==> src/rtl/fifo.sv <==
// fifo: single-clock show-ahead circular buffer with full/empty flags and synchronous flush
module fifo #(
   parameter int data_width = 32,
   parameter int size       = 32,
   parameter int device_id  = 1
) (
   input  logic                  clk,
   input  logic                  rst_n,
   input  logic [data_width-1:0] data_in,
   input  logic                  insert,
   input  logic                  next,
   input  logic                  clear,
   output logic [data_width-1:0] data_out,
   output logic                  full,
   output logic                  empty
);
   localparam int AW = (size > 1) ? $clog2(size) : 1;
   localparam int CW = $clog2(size + 1);
   localparam logic [AW-1:0] LAST = AW'(size - 1);
   localparam logic [CW-1:0] CAP  = CW'(size);

   logic [data_width-1:0] mem [0:size-1];
   logic [AW-1:0]         wr_ptr_q, wr_ptr_d, rd_ptr_q, rd_ptr_d;
   logic [CW-1:0]         words_inside, words_inside_d;
   logic                  push, pop;
   logic [31:0]           unused_device_id;

   // device_id only tags diagnostics; it has no hardware meaning
   assign unused_device_id = device_id;

   // flags and head word decode straight from registered state, never from the inputs
   assign full     = words_inside == CAP;
   assign empty    = words_inside == '0;
   assign data_out = empty ? '0 : mem[rd_ptr_q];

   // accept decisions and next state; clear wins, a full queue still takes a word when it is popping
   always_comb begin
      push           = !clear && insert && (!full || next);
      pop            = !clear && next && !empty;
      wr_ptr_d       = clear ? '0 : push ? ((wr_ptr_q == LAST) ? '0 : wr_ptr_q + 1'b1) : wr_ptr_q;
      rd_ptr_d       = clear ? '0 : pop ? ((rd_ptr_q == LAST) ? '0 : rd_ptr_q + 1'b1) : rd_ptr_q;
      words_inside_d = clear ? '0
                     : (push && !pop) ? words_inside + 1'b1
                     : (pop && !push) ? words_inside - 1'b1
                     : words_inside;
   end

   // pointer and occupancy registers
   always_ff @(posedge clk or negedge rst_n) begin
      if (!rst_n) begin
         wr_ptr_q     <= '0;
         rd_ptr_q     <= '0;
         words_inside <= '0;
      end else begin
         wr_ptr_q     <= wr_ptr_d;
         rd_ptr_q     <= rd_ptr_d;
         words_inside <= words_inside_d;
      end
   end

   // storage is not reset; stale contents are hidden by the occupancy count
   always_ff @(posedge clk) begin
      if (push) mem[wr_ptr_q] <= data_in;
   end
endmodule

==> config.mk <==
export PLATFORM = sky130hd
export DESIGN_NAME = fifo
export DESIGN_NICKNAME = d
export VERILOG_FILES = /design/src/rtl/fifo.sv
export SDC_FILE = /design/constraint.sdc
export NUM_CORES = 1
export LEC_CHECK = 0
export CAP_MARGIN = 20
export CELL_PAD_IN_SITES_DETAIL_PLACEMENT = 1
export CELL_PAD_IN_SITES_GLOBAL_PLACEMENT = 1
export CORE_MARGIN = 2
export CORE_UTILIZATION = 41
export DETAILED_ROUTE_END_ITERATION = 16
export PLACE_DENSITY = 0.58
export SYNTH_ARGS = -nofsm -noshare
export SYNTH_HDL_FRONTEND = slang
export SYNTH_SLANG_ARGS = --single-unit
==> constraint.sdc <==
create_clock -name clk -period 5.08 [get_ports clk]
set_clock_uncertainty 0.2 [all_clocks]
set_input_delay 0.508 -clock clk [delete_from_list [all_inputs] [get_ports clk]]
set_output_delay 0.508 -clock clk [all_outputs]
set_load 0.01 [all_outputs]
==> metrics.md <==
| Metric | Value |
|---|---|
| Final count of pins violating max slew | `0` |
| Data required time at the worst endpoint | `4370 ps` |
| Total of warnings raised by yosys | `0` |
| Tot GR Track Use | `between 20 and 25%` |
| TritonRoute pass-1 iters | `5` |
| Post-synthesis async set-or-reset flop share | `roughly 1.5%` |
| Final routed wire length divided by cell count | `32.19 um` |
| Final weighted congestion in routability-driven placement | `slightly above 0.7` |
| Area of the mapped netlist | `approximately 40000 um^2` |
| Footprint of the multi-input gates | `8633 um^2` |
| Register cell area after layout | `around 31000 um^2` |
| Nets | `1957` |
| Main flop type after synthesis | `sky130_fd_sc_hd__edfxtp_1` |
| Starting DRC count in detailed routing | `1706` |
| Ratio of cells with drive above 1 in the final layout | `slightly below 30%` |
| # IOs | `71` |
| Total negative slack for setup checks | `0 ps` |
| Final period demand of the worst path | `around 4700 ps` |
| Area of the core region | `around 97000 um^2` |
| Remaining antenna violation count after routing | `0` |
| Switch share | `between 20% and 30%` |
| Peak fanout along the critical path | `43` |
| Post-layout instance count excluding filler cells | `roughly 3300` |
| Number of nets in the synthesized netlist | `approximately 1800` |
| Total half-perimeter wirelength after legalization and detailed placement | `about 55000 um` |
| Worst slack at placement | `roughly 840 ps` |
| Routed via count | `18940` |
| Number of port buffers | `70` |
| Finish-stage setup viols | `0` |
| Fraction of the yosys area taken by sequential cells | `between 70 and 80%` |
| Result of the run | `finished, final reports clean` |
| Cell internal pwr | `0.01578 W` |
| Vias/cell | `between 5 and 6` |
| Slew margin rel. | `24.82%` |
| Highest achievable clock rate | `between 0.2 and 0.25 GHz` |
| Setup crit end kind | `primary output` |
| Least setup slack across all paths after layout | `404.1 ps` |
| Transition time at the pin with the least slew margin | `roughly 1100 ps` |
| RSZ-0062 raised after global routing | `no` |
| Net switching power | `0.005242 W` |
| Number of cell rows | `roughly 110` |
| Die Span Y | `around 320 um` |
| H-Tree Level Count | `3` |
| Final worst path period share | `between 90% and 100%` |
| Worst path cell trace | `buf_4 -> buf_4 -> mux4_2 -> mux4_2 -> o21ai_1 -> nor3_1 -> clkdlybuf4s50_1` |
| Area added between synthesis and finish | `16.64%` |
| Area after detailed placement | `about 43000 um^2` |
| Number of cells upsized or downsized after cts | `0` |
| Die Wd | `316.5 um` |
| Clock-pin transition on the worst setup and hold timing paths | `about 60 ps` |
| IR Drop Worst-Case VDD | `229.9 uV` |
| Initial standard-cell utilization of the core | `roughly two fifths` |
| Class of the tightest hold or removal check | `primary input to asynchronous set/reset pin` |
| Maximum capacitance violations | `0` |
| Slowest CP cell | `sky130_fd_sc_hd__dfrtp_4` |
| Max Buffers Root-to-Sink | `3` |
| Placed Cells | `just over 3000` |
| Critical path launch point type | `register` |
| Number of standard cells after synthesis | `around 1700` |
| Vias in the first global route | `a little over 20000` |
| Fill cells | `8527` |
| Utilization after layout | `between 40% and 50%` |
| Relative contribution of the clock network to total power | `between 30% and 40%` |
| Final Hold Fails | `0` |
| Sequential group share of total power | `a little under half` |
| Kind of critical path | `register to primary output` |
| Data arrival time of the critical path | `3970 ps` |
| Delay contributed by the slowest stage of the critical path | `900 ps` |
| TritonCTS clock tree | `yes` |
| WL final | `between 100000 and 150000 um` |
| Clk Latency, worst-skew pair | `~680 ps` |
| Number of antenna violations at the first check in global routing | `3` |
| Wire length of the first global-routing pass | `150800 um` |
| Number of clock buffers inserted by TritonCTS | `roughly 110` |
| Number of flip-flops and latches in the synthesized netlist | `between 1000 and 1500` |
| DRC violation count after routing | `0` |
| Cell area after layout | `~47000 um^2` |
| Static leakage power | `~14 nW` |
| Total die area | `about 100000 um^2` |
| Root Driver | `sky130_fd_sc_hd__clkbuf_16` |
| Number of enable flip-flop cells after synthesis | `about 1000` |
| Synth Area per Inst | `23.15 um^2` |
| Pin count of the biggest net entering global routing | `70` |
| Gate power share | `a little under a fifth` |
| Cell variety after synth | `between 40 and 50` |
| Grt ovf | `0` |
| Number of sinks on the clock net | `about 1000` |
| Power density cells | `~450 nW/um^2` |
[per-stage QoR]
stage / power (W) / hold WS (ps)
after floorplan: 0.01223 / 12.41
after CTS: 0.02123 / 134.9
after detailed placement: 0.01367 / 384.2
after global placement: 0.01360 / 354.6
final: 0.02102 / 132.0
after global routing: 0.02179 / 179.3
[critical path, delay by kind of cell (launching register included)]
kind	cells	cell delay, ps
multiplexers	2	860
buffers and inverters	3	1250
AND/OR/NAND/NOR	1	90
AO/OA/AOI/OAI	1	160
flip-flops	1	900
[Yosys cell counts (4+ instances only)]
| cell | n | area share, % |
|---|---|---|
| sky130_fd_sc_hd__a21oi_1 | 6 | 0.075 |
| sky130_fd_sc_hd__buf_1 | 17 | 0.16 |
| sky130_fd_sc_hd__buf_2 | 29 | 0.36 |
| sky130_fd_sc_hd__buf_4 | 4 | 0.075 |
| sky130_fd_sc_hd__buf_6 | 7 | 0.20 |
| sky130_fd_sc_hd__clkbuf_1 | 39 | 0.37 |
| sky130_fd_sc_hd__dfrtp_1 | 16 | 1.0 |
| sky130_fd_sc_hd__edfxtp_1 | 1024 | 77 |
| sky130_fd_sc_hd__ha_1 | 11 | 0.34 |
| sky130_fd_sc_hd__inv_1 | 6 | 0.056 |
| sky130_fd_sc_hd__mux2i_1 | 34 | 0.85 |
| sky130_fd_sc_hd__mux4_2 | 288 | 16 |
| sky130_fd_sc_hd__nand2_1 | 11 | 0.10 |
| sky130_fd_sc_hd__nand3_1 | 36 | 0.45 |
| sky130_fd_sc_hd__nand3b_1 | 5 | 0.094 |
| sky130_fd_sc_hd__nor2_1 | 43 | 0.40 |
| sky130_fd_sc_hd__nor3_1 | 38 | 0.48 |
| sky130_fd_sc_hd__o21ai_0 | 7 | 0.088 |
| sky130_fd_sc_hd__o21ai_1 | 32 | 0.40 |
| sky130_fd_sc_hd__o22ai_1 | 32 | 0.50 |
| sky130_fd_sc_hd__xnor2_1 | 4 | 0.088 |
[path summary, 6_finish.rpt]
path | from | to | slack [ps] | depth (start not counted)
worst max-delay path | rd_ptr_q[1]$_DFFE_PN0P_ | data_out[20] | 400 | 7
max in group asynchronous | rst_n | rd_ptr_q[0]$_DFFE_PN0P_ | 3890 | 1
min in group clk | data_in[4] | mem[23][4]$_DFFE_PP_ | 300 | 1
worst max register to register | words_inside[1]$_DFFE_PN0P_ | words_inside[5]$_DFFE_PN0P_ | 1660 | 9
worst min register to register | wr_ptr_q[0]$_DFFE_PN0P_ | wr_ptr_q[0]$_DFFE_PN0P_ | 390 | 1
worst min-delay path | rst_n | rd_ptr_q[2]$_DFFE_PN0P_ | 130 | 1
[layout make-up]
class / count / share of cell area [%]
Multi-Input combinational cell: 587 / 18.49
Inverter: 6 / 0.04824
Clock buffer: 135 / 6.051
Timing Repair Buffer: 165 / 4.111
Sequential cell: 1040 / 66.75
Clock inverter: 59 / 1.118
Antenna cell: 1 / 0.005360
Tap cell: 1276 / 3.420
[power by group through the flow]
stage	registers, W	clock network (W)	logic, W
2_1_floorplan	0.00971	0	0.00252
3_3_place_gp	0.00983	0	0.00377
3_5_place_dp	0.00984	0	0.00383
4_1_cts	0.00966	0.00773	0.00384
5_1_grt	0.00964	0.00805	0.00410
6_report	0.00962	0.00757	0.00382
[kinds of logic (layout without fill, tap and decap cells)]
group	after synthesis	count (layout)	share of synthesized area [%]
AOI/OAI and AO/OA	97	97	1.513
xor gates and xnor gates	4	4	0.08752
adders and majority gates	12	12	0.3939
buffers and inverters	102	365	1.216
DFF	1040	1040	77.82
muxes	324	324	17.11
other	0	1	0
and+or+nand+nor	150	150	1.854
[cells in the final DEF (no fill, tap or decap), types with 8 or more instances in the layout]
cell,netlist,routed
sky130_fd_sc_hd__edfxtp_1,1024,1024
sky130_fd_sc_hd__nor2_1,43,11
sky130_fd_sc_hd__clkinv_2,0,20
sky130_fd_sc_hd__ha_1,11,11
sky130_fd_sc_hd__clkbuf_1,39,26
sky130_fd_sc_hd__o22ai_1,32,32
sky130_fd_sc_hd__buf_4,4,61
sky130_fd_sc_hd__nand2_1,11,10
sky130_fd_sc_hd__mux4_2,288,288
sky130_fd_sc_hd__mux2i_1,34,34
sky130_fd_sc_hd__clkdlybuf4s50_1,0,70
sky130_fd_sc_hd__nor3_1,38,38
sky130_fd_sc_hd__dfrtp_1,16,11
sky130_fd_sc_hd__clkbuf_16,0,115
sky130_fd_sc_hd__bufinv_16,0,8
sky130_fd_sc_hd__buf_16,0,8
sky130_fd_sc_hd__clkinv_1,0,23
sky130_fd_sc_hd__nand3_1,36,36
sky130_fd_sc_hd__nor2_4,0,32
sky130_fd_sc_hd__o21ai_1,32,32
sky130_fd_sc_hd__buf_12,0,18
[sequential cells by signal, summed over array words and instances, names as in the netlist]
register,flops
words_inside,6
rd_ptr_q,5
wr_ptr_q,5
mem,1024
[routing by layer]
layer	wire length, um	track usage [%]	up-vias	share of wire (%)
met5	25	0	-	0.024
met4	2419	6.089	4	2.3
met3	5498	3.453	140	5.2
met2	53310	36.11	526	51
met1	43990	29.07	10480	42
li1	-	-	7786	-
[what timing repair did]
item	in CTS	in global routing
hold buffers	0	0
setup endpoints to repair	0	2
endpoints found under the hold margin	0	0
buffers inserted	0	1
Power figures use the tool's default switching activity.
==> edit, RTL diff (same flow settings) <==
Change the parameter `data_width` from 32 to 36.
--- a/src/rtl/fifo.sv
+++ b/src/rtl/fifo.sv
@@ -2,3 +2,3 @@
 module fifo #(
-   parameter int data_width = 32,
+   parameter int data_width = 36,
    parameter int size       = 32,
Interface: changed (resized data_in and data_out); port bits go from 71 to 79. The function was not compared with the original's and may differ.
==> edit against the unedited design <==
Die area increased by 12%. Non-clock buffer count increased by 20. Sequential share of layout area decreased by 0.22 points. Sequential cell count increased by 128. Critical path depth unchanged. Cell count increased by 13%. Design area increased by 13%. Routed wire length increased by 14%. Combinational power decreased by 16%. Synthesized cell count increased by 14%. Power increased by 7.3%. Area after synthesis increased by 12%. Setup slack got worse by 0.19 ns.
==> edit: results (changes against the unedited design) <==
initial detailed-routing violation count=2218 (+30%); GP Congestion=0.7508 (+3.9%); fraction of met1 tracks used by global routing=29.29% (+0.22 points); cells after synthesis=1973 (+14%); top flop regs=mem: 1152 flops, words_inside: 6 flops; crit path DAT=4.16 ns (+0.19 ns); worst-margin pin slew=1.298 ns (+0.1735 ns); largest fanout on the critical path=23 (-47%); Worst-path clk slew=0.07 ns; terminus of the critical flop-to-flop path=words_inside[5]; most common flop cell mapped by yosys=edfxtp_1; number of filler cells placed in the layout=9496 (+11%); total track usage=21.68% (+0.23 points); CTS H-tree depth=3 (unchanged); initial antenna violation count=4 (+1); detail-routed via count per cell=5.801 (+0.14%); status=complete, no violations; Clock Path Buffers=3 (unchanged); met2 capacity usage during global routing=35.73% (-0.38 points); length of the first detailed-routing pass in iterations=5 (unchanged); reg2reg setup slack=1.36 ns (-0.30 ns); Detail Placement HPWL=64.27 mm (+18%); wire length of the first global-routing pass=170.6 mm (+13%); number of synthesis warnings=0 (unchanged); top area cells in the synthesized netlist=edfxtp_1, mux4_2, mux2_2; top cells by instance count after synthesis=edfxtp_1, mux4_2, mux2_2; routed len/inst=32.61 µm (+1.3%); sequential element share of the synthesized area=77.87% (about the same); met3 global-route usage=3.407% (-0.046 points); count of cell types in the netlist=46 (-4.2%); Worst Hold Margin=0.1317 ns (-0.0003310 ns); worst skew pair latency=0.70 ns (+0.02 ns); final-stage net count=2219 (+13%); via count=21360 (+13%); share of final-layout standard cells stronger than drive strength 1=30.00% (+1.0 points); cts bufs inserted=120 (+11%); Peak supply drop=0.2921 mV (+27%); IO Port Bufs=78 (+11%); origin of the critical flop-to-flop path=words_inside[0]; number of global-route vias before repair=22886 (+12%); depth of the most critical reg-to-reg path=9 (unchanged); Placed Instances=3439 (+12%); path type of the worst min-delay path=in2async; maximum number of pins on one net before global-route repair=87 (+24%); Leak Pwr=15.94 nW (+13%); CTS Root Buffer Type=clkbuf_16; Post-synth EDFFs=1152 (+13%); launch point of the worst path=rd_ptr_q[2]; asr flop ratio synth=1.370% (-0.17 points)
[edit: power breakdown]
group          switching (mW)  internal, mW
Combinational            1.63          1.58
Clock                    3.70          4.88
Sequential             0.0941          10.7
[edit: layout make-up]
| type | count | area [µm²] | area share, % |
|---|---|---|---|
| clock inverter | 74 | 671.9 | 1.277 |
| timing repair buffer | 185 | 2345 | 4.456 |
| multi-input combinational | 683 | 9658 | 18.36 |
| sequential | 1168 | 35010 | 66.53 |
| clock buffer | 149 | 3133 | 5.955 |
| inverter | 8 | 30.03 | 0.05707 |
| tap | 1414 | 1769 | 3.363 |
| antenna | 1 | 2.502 | 0.004756 |
[edit: worst max-delay path: stages (launching register included)]
cell and delay (ns):
dfrtp_2 0.38, buf_4 0.45, nand2b_2 0.39, buf_4 0.49
o22ai_1 0.17, nor4_1 0.78, buf_4 0.23, clkdlybuf4s50_1 0.54
[edit: per-stage QoR]
stage	setup slack, ns	instance area (µm²)
floorplan	1.623	44940
global placement	0.7125	48370
detailed placement	0.7179	48370
CTS	0.1068	52190
global route	0.003204	52620
finish	0.2103	52620
[edit: worst max path at each step]
stage / to / slack, ns
2_1_floorplan: mem[29][0] / 1.62
3_3_place_gp: data_out[32] / 0.71
3_5_place_dp: data_out[32] / 0.72
4_1_cts: data_out[32] / 0.11
5_1_grt: data_out[32] / 0.003
6_report: data_out[3] / 0.21
[edit: kinds of logic (layout without fill, tap and decap cells)]
kind of cell,Yosys count,after routing,synth area share (%)
flops,1168,1168,77.87
fa+ha+maj,12,12,0.3508
compound gates,136,136,2.074
mux,378,378,16.63
buf+inv,122,416,1.192
simple gates,157,157,1.879
other cells,0,1,0
[edit: metal layers]
layer  wire, µm  vias to the layer above
li1           -                     8822
met1      49750                    11674
met2      59210                      654
met3       6555                      208
met4       4556                        2
met5         13                        -
[edit: repair_timing]
action / in CTS / in global routing
endpoints found under the setup margin: 4 / 0
gates resized for setup: 0 / 0
setup buffers: 1 / 0
